### src/rtl/mem_port_arbiter_if.sv
// Request/response bundle for the fetch (I) and load/store (D) ports of the memory arbiter.
// The requester side uses the master modport; the arbiter uses the slave modport.
interface mem_port_arbiter_if;
  logic        i_req_valid;
  logic [31:0] i_req_addr;
  logic        i_req_ready;
  logic        i_rsp_valid;
  logic [31:0] i_rsp_data;

  logic        d_req_valid;
  logic [31:0] d_req_addr;
  logic        d_req_we;
  logic [31:0] d_req_wdata;
  logic        d_req_ready;
  logic        d_rsp_valid;
  logic [31:0] d_rsp_data;

  modport master (
    output i_req_valid, i_req_addr,
    input  i_req_ready, i_rsp_valid, i_rsp_data,
    output d_req_valid, d_req_addr, d_req_we, d_req_wdata,
    input  d_req_ready, d_rsp_valid, d_rsp_data
  );

  modport slave (
    input  i_req_valid, i_req_addr,
    output i_req_ready, i_rsp_valid, i_rsp_data,
    input  d_req_valid, d_req_addr, d_req_we, d_req_wdata,
    output d_req_ready, d_rsp_valid, d_rsp_data
  );
endinterface

### src/rtl/mem_port_arbiter.sv
// Single-port memory arbiter: D has priority, a saturating starvation counter bounds I's wait.
// One grant per cycle; read data is registered into a one-cycle-latency response on the winning port.
module mem_port_arbiter #(
  parameter int STARVE_LIMIT = 4,
  parameter int CNT_W        = 3
) (
  input  logic                clk,
  input  logic                rst_n,
  mem_port_arbiter_if.slave   bus,
  output logic [31:0]         mem_address,
  output logic [31:0]         mem_write_data,
  output logic                mem_write_enable,
  input  logic [31:0]         mem_read_data,
  output logic [1:0]          arb_owner
);

  typedef enum logic [1:0] {
    IDLE   = 2'b00,
    SERV_I = 2'b01,
    SERV_D = 2'b10
  } owner_e;

  localparam logic [CNT_W-1:0] LIMIT = CNT_W'(STARVE_LIMIT);

  generate
    if ((2 ** CNT_W) <= STARVE_LIMIT) begin : g_bad_cnt_w
      $error("CNT_W too narrow to hold STARVE_LIMIT");
    end
  endgenerate

  owner_e           state;
  logic [CNT_W-1:0] starve_cnt;
  logic             force_i;
  logic             gnt_i;
  logic             gnt_d;

  // NOTE: every signal gets a value before any condition so this block stays purely
  // combinational; a missing default on some path would infer a latch.
  always_comb begin
    force_i     = bus.i_req_valid && (starve_cnt >= LIMIT);
    gnt_i       = rst_n && bus.i_req_valid && (!bus.d_req_valid || force_i);
    gnt_d       = rst_n && bus.d_req_valid && !gnt_i;
    mem_address = 32'h0;
    if (gnt_i) begin
      mem_address = bus.i_req_addr;
    end else if (gnt_d) begin
      mem_address = bus.d_req_addr;
    end
  end

  assign bus.i_req_ready   = gnt_i;
  assign bus.d_req_ready   = gnt_d;
  assign mem_write_data    = bus.d_req_wdata;
  // Qualified by rst_n so an accepted store is dropped if reset lands before the edge.
  assign mem_write_enable  = gnt_d && bus.d_req_we && rst_n;
  assign arb_owner         = state;

  // NOTE: state uses non-blocking assignments so all registers update from the
  // same pre-edge values regardless of statement order.
  always_ff @(posedge clk or negedge rst_n) begin
    if (!rst_n) begin
      state           <= IDLE;
      starve_cnt      <= '0;
      bus.i_rsp_valid <= 1'b0;
      bus.d_rsp_valid <= 1'b0;
      bus.i_rsp_data  <= 32'h0;
      bus.d_rsp_data  <= 32'h0;
    end else begin
      bus.i_rsp_valid <= gnt_i;
      bus.d_rsp_valid <= gnt_d;

      if (gnt_i) begin
        state          <= SERV_I;
        bus.i_rsp_data <= mem_read_data;
      end else if (gnt_d) begin
        state          <= SERV_D;
        bus.d_rsp_data <= bus.d_req_we ? 32'h0 : mem_read_data;
      end else begin
        state <= IDLE;
      end

      if (!bus.i_req_valid || gnt_i) begin
        starve_cnt <= '0;
      end else if (starve_cnt < LIMIT) begin
        starve_cnt <= starve_cnt + 1'b1;
      end
    end
  end

endmodule

### src/flat_wrapper.sv
// flat-port wrapper written by rule: the top's interface ports become plain ports
module mem_port_arbiter_flat 
#(
  parameter int STARVE_LIMIT = 4,
  parameter int CNT_W        = 3
)
  (clk, rst_n, mem_address, mem_write_data, mem_write_enable, mem_read_data, arb_owner, bus_i_req_valid, bus_i_req_addr, bus_i_req_ready, bus_i_rsp_valid, bus_i_rsp_data, bus_d_req_valid, bus_d_req_addr, bus_d_req_we, bus_d_req_wdata, bus_d_req_ready, bus_d_rsp_valid, bus_d_rsp_data);
  mem_port_arbiter_if bus_i ();
  input  logic clk;
  input  logic rst_n;
  output logic [31:0] mem_address;
  output logic [31:0] mem_write_data;
  output logic mem_write_enable;
  input  logic [31:0] mem_read_data;
  output logic [1:0] arb_owner;
  input wire logic [$bits(bus_i.i_req_valid)-1:0] bus_i_req_valid;
  input wire logic [$bits(bus_i.i_req_addr)-1:0] bus_i_req_addr;
  output wire logic [$bits(bus_i.i_req_ready)-1:0] bus_i_req_ready;
  output wire logic [$bits(bus_i.i_rsp_valid)-1:0] bus_i_rsp_valid;
  output wire logic [$bits(bus_i.i_rsp_data)-1:0] bus_i_rsp_data;
  input wire logic [$bits(bus_i.d_req_valid)-1:0] bus_d_req_valid;
  input wire logic [$bits(bus_i.d_req_addr)-1:0] bus_d_req_addr;
  input wire logic [$bits(bus_i.d_req_we)-1:0] bus_d_req_we;
  input wire logic [$bits(bus_i.d_req_wdata)-1:0] bus_d_req_wdata;
  output wire logic [$bits(bus_i.d_req_ready)-1:0] bus_d_req_ready;
  output wire logic [$bits(bus_i.d_rsp_valid)-1:0] bus_d_rsp_valid;
  output wire logic [$bits(bus_i.d_rsp_data)-1:0] bus_d_rsp_data;
  assign bus_i.i_req_valid = bus_i_req_valid;
  assign bus_i.i_req_addr = bus_i_req_addr;
  assign bus_i_req_ready = bus_i.i_req_ready;
  assign bus_i_rsp_valid = bus_i.i_rsp_valid;
  assign bus_i_rsp_data = bus_i.i_rsp_data;
  assign bus_i.d_req_valid = bus_d_req_valid;
  assign bus_i.d_req_addr = bus_d_req_addr;
  assign bus_i.d_req_we = bus_d_req_we;
  assign bus_i.d_req_wdata = bus_d_req_wdata;
  assign bus_d_req_ready = bus_i.d_req_ready;
  assign bus_d_rsp_valid = bus_i.d_rsp_valid;
  assign bus_d_rsp_data = bus_i.d_rsp_data;
  mem_port_arbiter #(.STARVE_LIMIT(STARVE_LIMIT), .CNT_W(CNT_W)) u_core (.clk(clk), .rst_n(rst_n), .bus(bus_i), .mem_address(mem_address), .mem_write_data(mem_write_data), .mem_write_enable(mem_write_enable), .mem_read_data(mem_read_data), .arb_owner(arb_owner));
endmodule
### config.mk
export PLATFORM = sky130hd
export DESIGN_NAME = mem_port_arbiter_flat
export DESIGN_NICKNAME = d
export VERILOG_FILES = /design/src/rtl/mem_port_arbiter_if.sv /design/src/rtl/mem_port_arbiter.sv /design/src/flat_wrapper.sv
export SDC_FILE = /design/constraint.sdc
export NUM_CORES = 1
export LEC_CHECK = 0
export BUFFER_PORTS_ARGS = -buffer_cell sky130_fd_sc_hd__buf_2
export CAP_MARGIN = 20
export CORE_AREA = 2 2 105 107
export CTS_BUF_LIST = sky130_fd_sc_hd__clkbuf_8
export DETAILED_ROUTE_END_ITERATION = 12
export DIE_AREA = 0 0 107 109
export GPL_TIMING_DRIVEN = 1
export PLACE_DENSITY = 0.71
export SYNTH_ARGS = -nofsm -noshare
export SYNTH_HDL_FRONTEND = slang
export SYNTH_SLANG_ARGS = --single-unit
### constraint.sdc
create_clock -name clk -period 1.5 [get_ports clk]
set_clock_uncertainty 0.1 [all_clocks]
set_input_delay 0.075 -clock clk [delete_from_list [all_inputs] [get_ports clk]]
set_output_delay 0.075 -clock clk [all_outputs]
set_load 0.005 [all_outputs]
==> impl_metrics.env, run 1 <==
export IMPL_status="finished with violations"
export IMPL_violations="setup timing"
export IMPL_die_area_mm2=0.01166
export IMPL_rsz0062_at_grt="yes"
export IMPL_gp_congestion=0.9968
export IMPL_dp_cells=565
export IMPL_crit_required_ns=1.32
export IMPL_vias=2973
export IMPL_mostFrequentLayoutCells="buf_2 (201), dfrtp_1 (68), mux2_2 (45), dlygate4sd3_1 (34)"
export IMPL_areaGrowthSynthToFinish_pct=56.26
export IMPL_synthMuxAreaShare=0.2168
export IMPL_cts_buffers=9
export IMPL_synth_seq_cells=69
export IMPL_pwr_share_clk=0.329
export IMPL_yosys_area_share_adder=0.003706
export IMPL_die_w_um=107
export IMPL_power_mw=5.509
export IMPL_first_global_vias=3009
export IMPL_root_buffer="clkbuf_8"
export IMPL_ant_nets=0
export IMPL_die_h_um=109
export IMPL_synth_area_per_cell_um2=13.03
export IMPL_route_detailed_drc=0
export IMPL_clock_sinks=69
export IMPL_overflow=0
export IMPL_yosys_area_share_xor_xnor=0.002595
export IMPL_vias_per_cell=4.742
export IMPL_synth_compound_area_frac=0.09489
export IMPL_p_int_mw=4.111
export IMPL_critPathSlowestCell="dfrtp_2"
export IMPL_diodes=0
export IMPL_nets=616
export IMPL_grt_max_degree=52
export IMPL_swShare=0.2539
export IMPL_grt_pass1_wl_um=17420
export IMPL_crit_chain="o211ai_4 > buf_12 > inv_12 > a22o_1 > buf_2"
export IMPL_drt_initial_drc_count=142
export IMPL_max_stage_delay_ns=0.45
export IMPL_post_drt_wl_per_cell_um=20.64
export IMPL_worst_setup_path_type="reg2out"
export IMPL_critPathLaunchType="flop"
export IMPL_max_slew_worst_pin_slew_ns=0.6554
export IMPL_hp_class="in2out"
export IMPL_period_share=1.164
export IMPL_wirelength_um=12940
export IMPL_seq_power_share=0.421
export IMPL_row_count=38
export IMPL_pre_cts_slack_ns=-0.1062
export IMPL_core_area_mm2=0.01060
export IMPL_relSlewSlack=0.5630
export IMPL_cts_buffer_depth=2
export IMPL_setup_viol=72
export IMPL_p_sw_mw=1.399
export IMPL_grtUsageTotal=0.2037
export IMPL_p_leak_nw=2.821
export IMPL_instances_no_fill=627
export IMPL_dp_final_hpwl_um=9127
export IMPL_synth_top_family_by_area="multiplexers"
export IMPL_first_pass_iters=4
export IMPL_arrival_ns=1.57
export IMPL_worst_slack_ns=-0.2466
export IMPL_cts_clk_slew_worst_paths_ns=0.07
export IMPL_final_common_cell="buf_2"
export IMPL_cts_tree="done"
export IMPL_ir_drop_v=0.0006201
export IMPL_drive_gt1_frac=0.6427
export IMPL_path_max_fanout=17
export IMPL_syn_nets=393
export IMPL_place_area_mm2=0.004392
export IMPL_postSynthCellCount=259
export IMPL_synth_warning_count=0
export IMPL_cp_end_kind="primary output"
export IMPL_synth_simple_gate_area_frac=0.06597
export IMPL_p_comb_frac=0.250
export IMPL_timing_fmax_ghz=0.5725
export IMPL_fin_crit_ns=1.747
export IMPL_antenna_found_initial=0
export IMPL_ys_types=18
export IMPL_final_area_mm2=0.005275
export IMPL_port_buffers=203
export IMPL_yosysSeqAreaShare=0.5115
export IMPL_start_util=0.3184
export IMPL_hold_viol_final=0
export IMPL_power_density_mw_per_mm2=1044
export IMPL_finalMaxSlewViolations=0
export IMPL_cap_violations=0
export IMPL_htreeDepth=3
export IMPL_ios=268
export IMPL_netlist_area_mm2=0.003376
export IMPL_clock_latency_ns=0.34
-- synth_stat cells --
master | count | area (um^2)
dfrtp_1 | 69 | 1727
mux2_2 | 65 | 732.0
buf_4 | 37 | 277.8
a22o_1 | 32 | 280.3
nor2b_1 | 32 | 200.2
buf_2 | 9 | 45.04
clkbuf_1 | 3 | 11.26
and3_1 | 2 | 12.51
a21oi_2 | 1 | 8.760
and2_1 | 1 | 6.260
buf_6 | 1 | 11.26
ha_1 | 1 | 12.51
inv_1 | 1 | 3.750
inv_2 | 1 | 3.750
nand2_1 | 1 | 3.750
o211a_1 | 1 | 10.01
o211ai_4 | 1 | 21.27
xnor2_1 | 1 | 8.760
-- final timing paths --
kind	to	cells after the start	slack (ns)	from
max	mem_address[6]	5	-0.25	u_core.starve_cnt[2]
min	mem_write_data[2]	0	0.05	bus_d_req_wdata[2]
max reg2reg	u_core.bus.i_rsp_data[5]	5	-0.16	u_core.starve_cnt[2]
min reg2reg	u_core.bus.i_rsp_data[1]	1	0.40	u_core.bus.i_rsp_data[1]
max in group asynchronous	u_core.starve_cnt[2]	3	0.47	rst_n
min in group asynchronous	u_core.bus.i_rsp_data[19]	3	0.21	rst_n
-- critical path, delay by kind of cell (launching register included) --
kind / cells / cell delay (ns)
flops: 1 / 0.45
buf+inv: 3 / 0.36
compound gates: 2 / 0.42
-- registers in the layout, summed over array words and instances (netlist names) --
| signal | flops |
|---|---|
| u_core.bus.d_rsp_valid | 1 |
| u_core.starve_cnt | 3 |
| u_core.bus.i_rsp_data | 32 |
| u_core.bus.d_rsp_data | 32 |
| u_core.arb_owner | 1 |
-- per-layer routing --
| layer | wire, um | GRT usage | share of wire | up-vias |
|---|---|---|---|---|
| li1 | - | - | - | 1324 |
| met1 | 4725 | 0.2316 | 0.37 | 1463 |
| met2 | 6813 | 0.3653 | 0.53 | 170 |
| met3 | 1240 | 0.07113 | 0.096 | 16 |
| met4 | 161 | 0.05380 | 0.012 | 0 |
| met5 | 0 | 0 | 0 | - |
-- area by class of cell --
cell class / instances / area [um^2]
fillers: 961 / 5328
repair inverters: 1 / 11.26
multi-input cells: 138 / 1379
flip-flops and latches: 69 / 1728
clock buffers: 13 / 178.9
repair buffers: 261 / 1718
clock inverters: 3 / 65.06
well taps: 140 / 175.2
inverters: 2 / 20.02
-- power groups by stage --
stage                     Combinational [mW]  Clock, mW  Sequential (mW)
after global placement                  1.15          0             2.33
final                                   1.38       1.81             2.32
after CTS                               1.31       1.85             2.31
after global routing                    1.48       1.93             2.35
after floorplan                        0.533          0             2.36
after detailed placement                1.17          0             2.34
-- kinds of logic after synthesis --
family          count (synthesis)
flops                          69
mux                            65
buf+inv                        52
simple gates                   36
compound gates                 35
xor+xnor                        1
fa+ha+maj                       1
-- metrics by stage --
stage / hold WS, ns / utilization / TNS (ns)
after floorplan: -0.3206 / - / -0.01676
after global placement: -0.005794 / 0.4142 / -0.8498
after detailed placement: -0.002304 / 0.4142 / -2.417
after CTS: 0.05003 / 0.4831 / -14.94
after global routing: 0.05003 / 0.4975 / -16.01
final: 0.05001 / 0.4975 / -12.34
-- timing repair --
action / CTS / global route
cloned: 2 / 4
pin swaps: 9 / 5
endpoints found under the hold margin: 125 / 0
hold buffers: 34 / 0
setup buffers: 6 / 1
resized for setup: 17 / 23
endpoints found under the setup margin: 35 / 92
Power figures use the tool's default switching activity.
==> inputs of run 2 (changes only) <==
GPL_ROUTABILITY_DRIVEN = 0   (was not set)
PLACE_DENSITY = not set   (was 0.71)
PLACE_DENSITY_LB_ADDON = 0.12   (was not set)
REMOVE_ABC_BUFFERS = 1   (was not set)
==> impl_metrics.env, run 2 (same netlist as run 1, synthesis figures left out) <==
export IMPL_status="finished with violations"
export IMPL_violations="setup timing"
export IMPL_diodes=0
export IMPL_overflow=0
export IMPL_cts_buffer_depth=2
export IMPL_p_leak_nw=2.911
export IMPL_power_density_mw_per_mm2=1013
export IMPL_critPathLaunchType="flop"
export IMPL_grt_pass1_wl_um=18000
export IMPL_crit_chain="o211ai_4 > buf_12 > inv_8 > a22o_1 > buf_2"
export IMPL_hp_class="in2out"
export IMPL_min_from="bus_d_req_wdata[1]"
export IMPL_fillers=957
export IMPL_multi_input_area_mm2=0.001426
export IMPL_core_area_mm2=0.01060
export IMPL_ff2ff_setup_slack_ns=-0.24
export IMPL_vias_per_cell=4.724
export IMPL_relSlewSlack=0.5468
export IMPL_die_h_um=109
export IMPL_cap_violations=0
export IMPL_hold_depth=0
export IMPL_port_buffers=203
export IMPL_rsz0062_at_grt="yes"
export IMPL_arrival_ns=1.59
export IMPL_cts_buffers=9
export IMPL_clock_sinks=69
export IMPL_route_detailed_drc=0
export IMPL_period_share=1.174
export IMPL_worst_slack_ns=-0.2612
export IMPL_die_w_um=107
export IMPL_max_stage_delay_ns=0.45
export IMPL_areaGrowthSynthToFinish_pct=63.82
export IMPL_worst_setup_path_type="reg2out"
export IMPL_clock_latency_ns=0.35
export IMPL_wirelength_um=13200
export IMPL_die_area_mm2=0.01166
export IMPL_max_slew_worst_pin_slew_ns=0.6798
export IMPL_seqCellArea_mm2=0.001728
export IMPL_fin_crit_ns=1.761
export IMPL_min_to="mem_write_data[1]"
export IMPL_final_area_mm2=0.005530
export IMPL_power_mw=5.600
export IMPL_cp_end_kind="primary output"
export IMPL_r2r_start="u_core.starve_cnt[2]"
export IMPL_top_regs="u_core.bus.d_rsp_data: 32 flops, u_core.bus.i_rsp_data: 32 flops, u_core.starve_cnt: 3 flops"
export IMPL_r2r_end="u_core.bus.i_rsp_data[30]"
export IMPL_pre_cts_slack_ns=-0.06539
export IMPL_drive_gt1_frac=0.6505
export IMPL_place_area_mm2=0.004359
export IMPL_ant_nets=0
export IMPL_ios=268
export IMPL_path_max_fanout=17
export IMPL_first_global_vias=3069
export IMPL_start_util=0.3184
export IMPL_htreeDepth=3
export IMPL_root_buffer="clkbuf_8"
export IMPL_cts_clk_slew_worst_paths_ns=0.08
export IMPL_final_core_util=0.5216
export IMPL_post_drt_wl_per_cell_um=20.79
export IMPL_ir_drop_v=0.0007435
export IMPL_vias=3000
export IMPL_finalMaxSlewViolations=0
export IMPL_dp_final_hpwl_um=9375
export IMPL_final_common_cell="buf_2"
export IMPL_antenna_found_initial=0
export IMPL_mostFrequentLayoutCells="buf_2 (200), dfrtp_1 (68), dlygate4sd3_1 (34), mux2_2 (33)"
export IMPL_row_count=38
export IMPL_critPathSlowestCell="dfrtp_2"
export IMPL_first_pass_iters=4
export IMPL_drt_initial_drc_count=94
export IMPL_timing_fmax_ghz=0.5678
export IMPL_rr_worst_depth=5
export IMPL_grtUsageTotal=0.2188
export IMPL_hold_viol_final=0
export IMPL_crit_required_ns=1.32
export IMPL_setup_viol=94
export IMPL_grt_max_degree=53
export IMPL_nets=624
export IMPL_cts_tree="done"
==> run 2: cell types whose count changed in the layout (fill, tap and decap cells not counted), moves of 2 or more <==
cell,before,now
mux2_4,20,32
buf_16,0,2
buf_6,5,9
mux2_2,45,33
buf_12,6,15
buf_4,8,4
clkbuf_16,3,1
==> run 2: critical path, delay by kind of cell, from the launching register on <==
kind / cells / cell delay [ns]
compound gates: 2 / 0.42
buf+inv: 3 / 0.36
flops: 1 / 0.45
==> run 2: final cells by class <==
cell class / count / share of cell area
Inverter: 2 / 0.002715
Clock buffer: 13 / 0.03235
Multi-Input combinational cell: 138 / 0.2579
Sequential cell: 69 / 0.3124
Timing Repair Buffer: 269 / 0.3491
Clock inverter: 3 / 0.01176
Timing Repair inverter: 1 / 0.002036
Tap cell: 140 / 0.03167
==> run 2: stage by stage <==
step	hold slack, ns	cells	setup TNS (ns)
floorplan	-0.3206	209	-85.73
global placement	0.005647	564	-1.117
detailed placement	0.007344	564	-1.890
CTS	0.05005	631	-17.50
global route	0.05004	635	-21.38
finish	0.05005	635	-16.67
==> run 2: how the worst max path moves through the flow <==
stage | slack (ns) | from | end | cells past startpoint
after floorplan | -1.24 | u_core.starve_cnt[2] | u_core.bus.d_rsp_data[0] | 2
after global placement | -0.05 | u_core.starve_cnt[2] | mem_address[12] | 4
after detailed placement | -0.07 | u_core.starve_cnt[2] | mem_address[12] | 4
after CTS | -0.27 | u_core.starve_cnt[2] | mem_address[20] | 5
after global routing | -0.32 | u_core.starve_cnt[2] | mem_address[4] | 5
final | -0.26 | u_core.starve_cnt[2] | mem_address[31] | 5
==> run 2: power by group <==
part,switching [mW],leakage (nW),internal [mW]
registers,0.154,0.856,2.16
logic,0.547,1.93,0.904
clock network,0.719,0.126,1.12
total,1.42,2.91,4.18
==> run 2: layer usage <==
| layer | vias up | part of all wire | GRT usage |
|---|---|---|---|
| met2 | 201 | 0.46 | 0.3394 |
| li1 | 1345 | - | - |
| met1 | 1424 | 0.36 | 0.2277 |
| met5 | - | 0.0028 | 0.02679 |
| met4 | 2 | 0.028 | 0.09833 |
| met3 | 28 | 0.15 | 0.1494 |
==> run 2: repair_timing <==
action                                  in CTS  in global routing
endpoints found under the hold margin      133                  0
hold buffers                                34                  0
endpoints found under the setup margin      83                102
cloned                                       4                  1
buffers inserted                            13                  4
gates resized for setup                     52                 21
pin swaps                                    5                  8
==> inputs of run 3 (changes only) <==
SLEW_MARGIN = 20   (was not set)
TNS_END_PERCENT = 10   (was not set)
==> impl_metrics.env, run 3 (same netlist as run 1, synthesis figures left out) <==
export IMPL_worst_setup_path_type="reg2out"
export IMPL_mostFrequentLayoutCells="buf_2 (201), dfrtp_1 (68), mux2_2 (34), dlygate4sd3_1 (34)"
export IMPL_seq_power_share=0.416
export IMPL_relSlewSlack=0.5499
export IMPL_die_w_um=107
export IMPL_first_pass_iters=4
export IMPL_crit_required_ns=1.32
export IMPL_max_slew_worst_pin_slew_ns=0.6751
export IMPL_violations="setup timing"
export IMPL_p_leak_nw=2.849
export IMPL_first_global_vias=3057
export IMPL_instances_no_fill=630
export IMPL_critPathLaunchType="flop"
export IMPL_antenna_found_initial=0
export IMPL_row_count=38
export IMPL_areaGrowthSynthToFinish_pct=60.34
export IMPL_hp_class="in2out"
export IMPL_cts_clk_slew_worst_paths_ns=0.07
export IMPL_ant_nets=0
export IMPL_grt_pass1_wl_um=17960
export IMPL_htreeDepth=3
export IMPL_r2r_start="u_core.starve_cnt[2]"
export IMPL_fin_crit_ns=1.757
export IMPL_final_core_util=0.5105
export IMPL_crit_family="flip-flops"
export IMPL_start_util=0.3184
export IMPL_final_common_cell="buf_2"
export IMPL_place_area_mm2=0.004359
export IMPL_die_area_mm2=0.01166
export IMPL_final_area_mm2=0.005413
export IMPL_die_h_um=109
export IMPL_grt_max_degree=53
export IMPL_cts_buffer_depth=2
export IMPL_wirelength_um=13070
export IMPL_overflow=0
export IMPL_cp_end_kind="primary output"
export IMPL_clock_sinks=69
export IMPL_cts_buffers=9
export IMPL_clock_latency_ns=0.35
export IMPL_path_max_fanout=17
export IMPL_drt_initial_drc_count=114
export IMPL_critPathSlowestCell="dfrtp_2"
export IMPL_route_detailed_drc=0
export IMPL_cts_tree="done"
export IMPL_grtUsageTotal=0.2181
export IMPL_dp_final_hpwl_um=9375
export IMPL_arrival_ns=1.58
export IMPL_status="finished with violations"
export IMPL_core_area_mm2=0.01060
export IMPL_rsz0062_at_grt="yes"
export IMPL_max_stage_delay_ns=0.45
export IMPL_vias=2984
export IMPL_min_from="bus_d_req_wdata[1]"
export IMPL_rr_worst_depth=6
export IMPL_diodes=0
export IMPL_setup_tns_final_ns=-14.09
export IMPL_post_drt_wl_per_cell_um=20.75
export IMPL_p_int_mw=4.148
export IMPL_dp_cells=564
export IMPL_p_comb_frac=0.254
export IMPL_timing_hold_ws_ns=0.05005
export IMPL_top_regs="u_core.bus.d_rsp_data: 32 flops, u_core.bus.i_rsp_data: 32 flops, u_core.starve_cnt: 3 flops"
export IMPL_hold_depth=0
export IMPL_timing_fmax_ghz=0.5691
export IMPL_pre_cts_slack_ns=-0.06539
export IMPL_finalMaxSlewViolations=0
export IMPL_crit_start="u_core.starve_cnt[2]"
export IMPL_vias_per_cell=4.737
export IMPL_hold_viol_final=0
export IMPL_crit_chain="o211ai_4 > buf_12 > inv_8 > a22o_1 > buf_2"
export IMPL_ff2ff_setup_slack_ns=-0.18
export IMPL_cap_violations=0
export IMPL_critical_path_buf_inv_count=3
export IMPL_pwr_share_clk=0.330
export IMPL_ios=268
export IMPL_nets=619
export IMPL_setup_viol=90
export IMPL_min_to="mem_write_data[1]"
export IMPL_p_sw_mw=1.407
export IMPL_r2r_end="u_core.bus.d_rsp_data[31]"
export IMPL_worst_slack_ns=-0.2571
export IMPL_period_share=1.171
export IMPL_port_buffers=203
export IMPL_swShare=0.2533
export IMPL_root_buffer="clkbuf_8"
export IMPL_ir_drop_v=0.0007429
export IMPL_fillers=961
export IMPL_drive_gt1_frac=0.6449
export IMPL_power_mw=5.555
export IMPL_power_density_mw_per_mm2=1026
[run 3: cell types whose count changed in the layout (fill, tap and decap cells not counted)]
cell       change
and2_4         -1
and2_1         +1
bufbuf_16      -1
mux2_2         +1
buf_6          -3
buf_16         -1
mux2_4         -1
buf_2          +1
buf_8          -2
buf_4          +1
[run 3: worst reg2reg max path, delay by kind of cell, from the launching register on]
| kind | cells | cell delay [ns] |
|---|---|---|
| buffers and inverters | 4 | 0.51 |
| DFF | 1 | 0.45 |
| muxes | 1 | 0.29 |
| AOI/OAI and AO/OA | 1 | 0.23 |
[run 3: worst max-delay path by stage]
stage	to	depth (start not counted)
2_1_floorplan	u_core.bus.d_rsp_data[0]	2
3_3_place_gp	mem_address[12]	4
4_1_cts	mem_address[20]	5
5_1_grt	mem_address[4]	5
6_report	mem_address[29]	5
3_5_place_dp	mem_address[12]	4
[run 3: cell type report]
| cell class | instances | area [um^2] | share of cell area |
|---|---|---|---|
| Timing Repair Buffer | 264 | 1819 | 0.3361 |
| Multi-Input combinational cell | 138 | 1420 | 0.2624 |
| Timing Repair inverter | 1 | 11.26 | 0.002080 |
| Sequential cell | 69 | 1728 | 0.3192 |
| Inverter | 2 | 15.01 | 0.002774 |
| Tap cell | 140 | 175.2 | 0.03236 |
| Clock buffer | 13 | 178.9 | 0.03306 |
| Clock inverter | 3 | 65.06 | 0.01202 |
[run 3: layer usage]
metal	vias to the layer above	wire [um]	part of all wire	track usage
li1	1334	-	-	-
met1	1419	4724	0.36	0.2231
met3	27	1938	0.15	0.1494
met5	-	37	0.0028	0.02679
met2	202	6034	0.46	0.3453
met4	2	338	0.026	0.09276
[run 3: repair_timing]
item | CTS | global route
setup endpoints to repair | 83 | 99
hold endpoints to repair | 133 | 0
cloned | 2 | 1
buffers inserted | 12 | 1
hold buffers | 34 | 0
resized for setup | 49 | 16
pin swaps | 5 | 7
[run 3: power groups by stage]
stage / clock [mW] / combinational [mW] / sequential, mW
global route: 1.96 / 1.53 / 2.35
finish: 1.83 / 1.41 / 2.31
CTS: 1.88 / 1.39 / 2.31
global placement: 0 / 1.15 / 2.33
floorplan: 0 / 0.437 / 2.36
detailed placement: 0 / 1.16 / 2.34
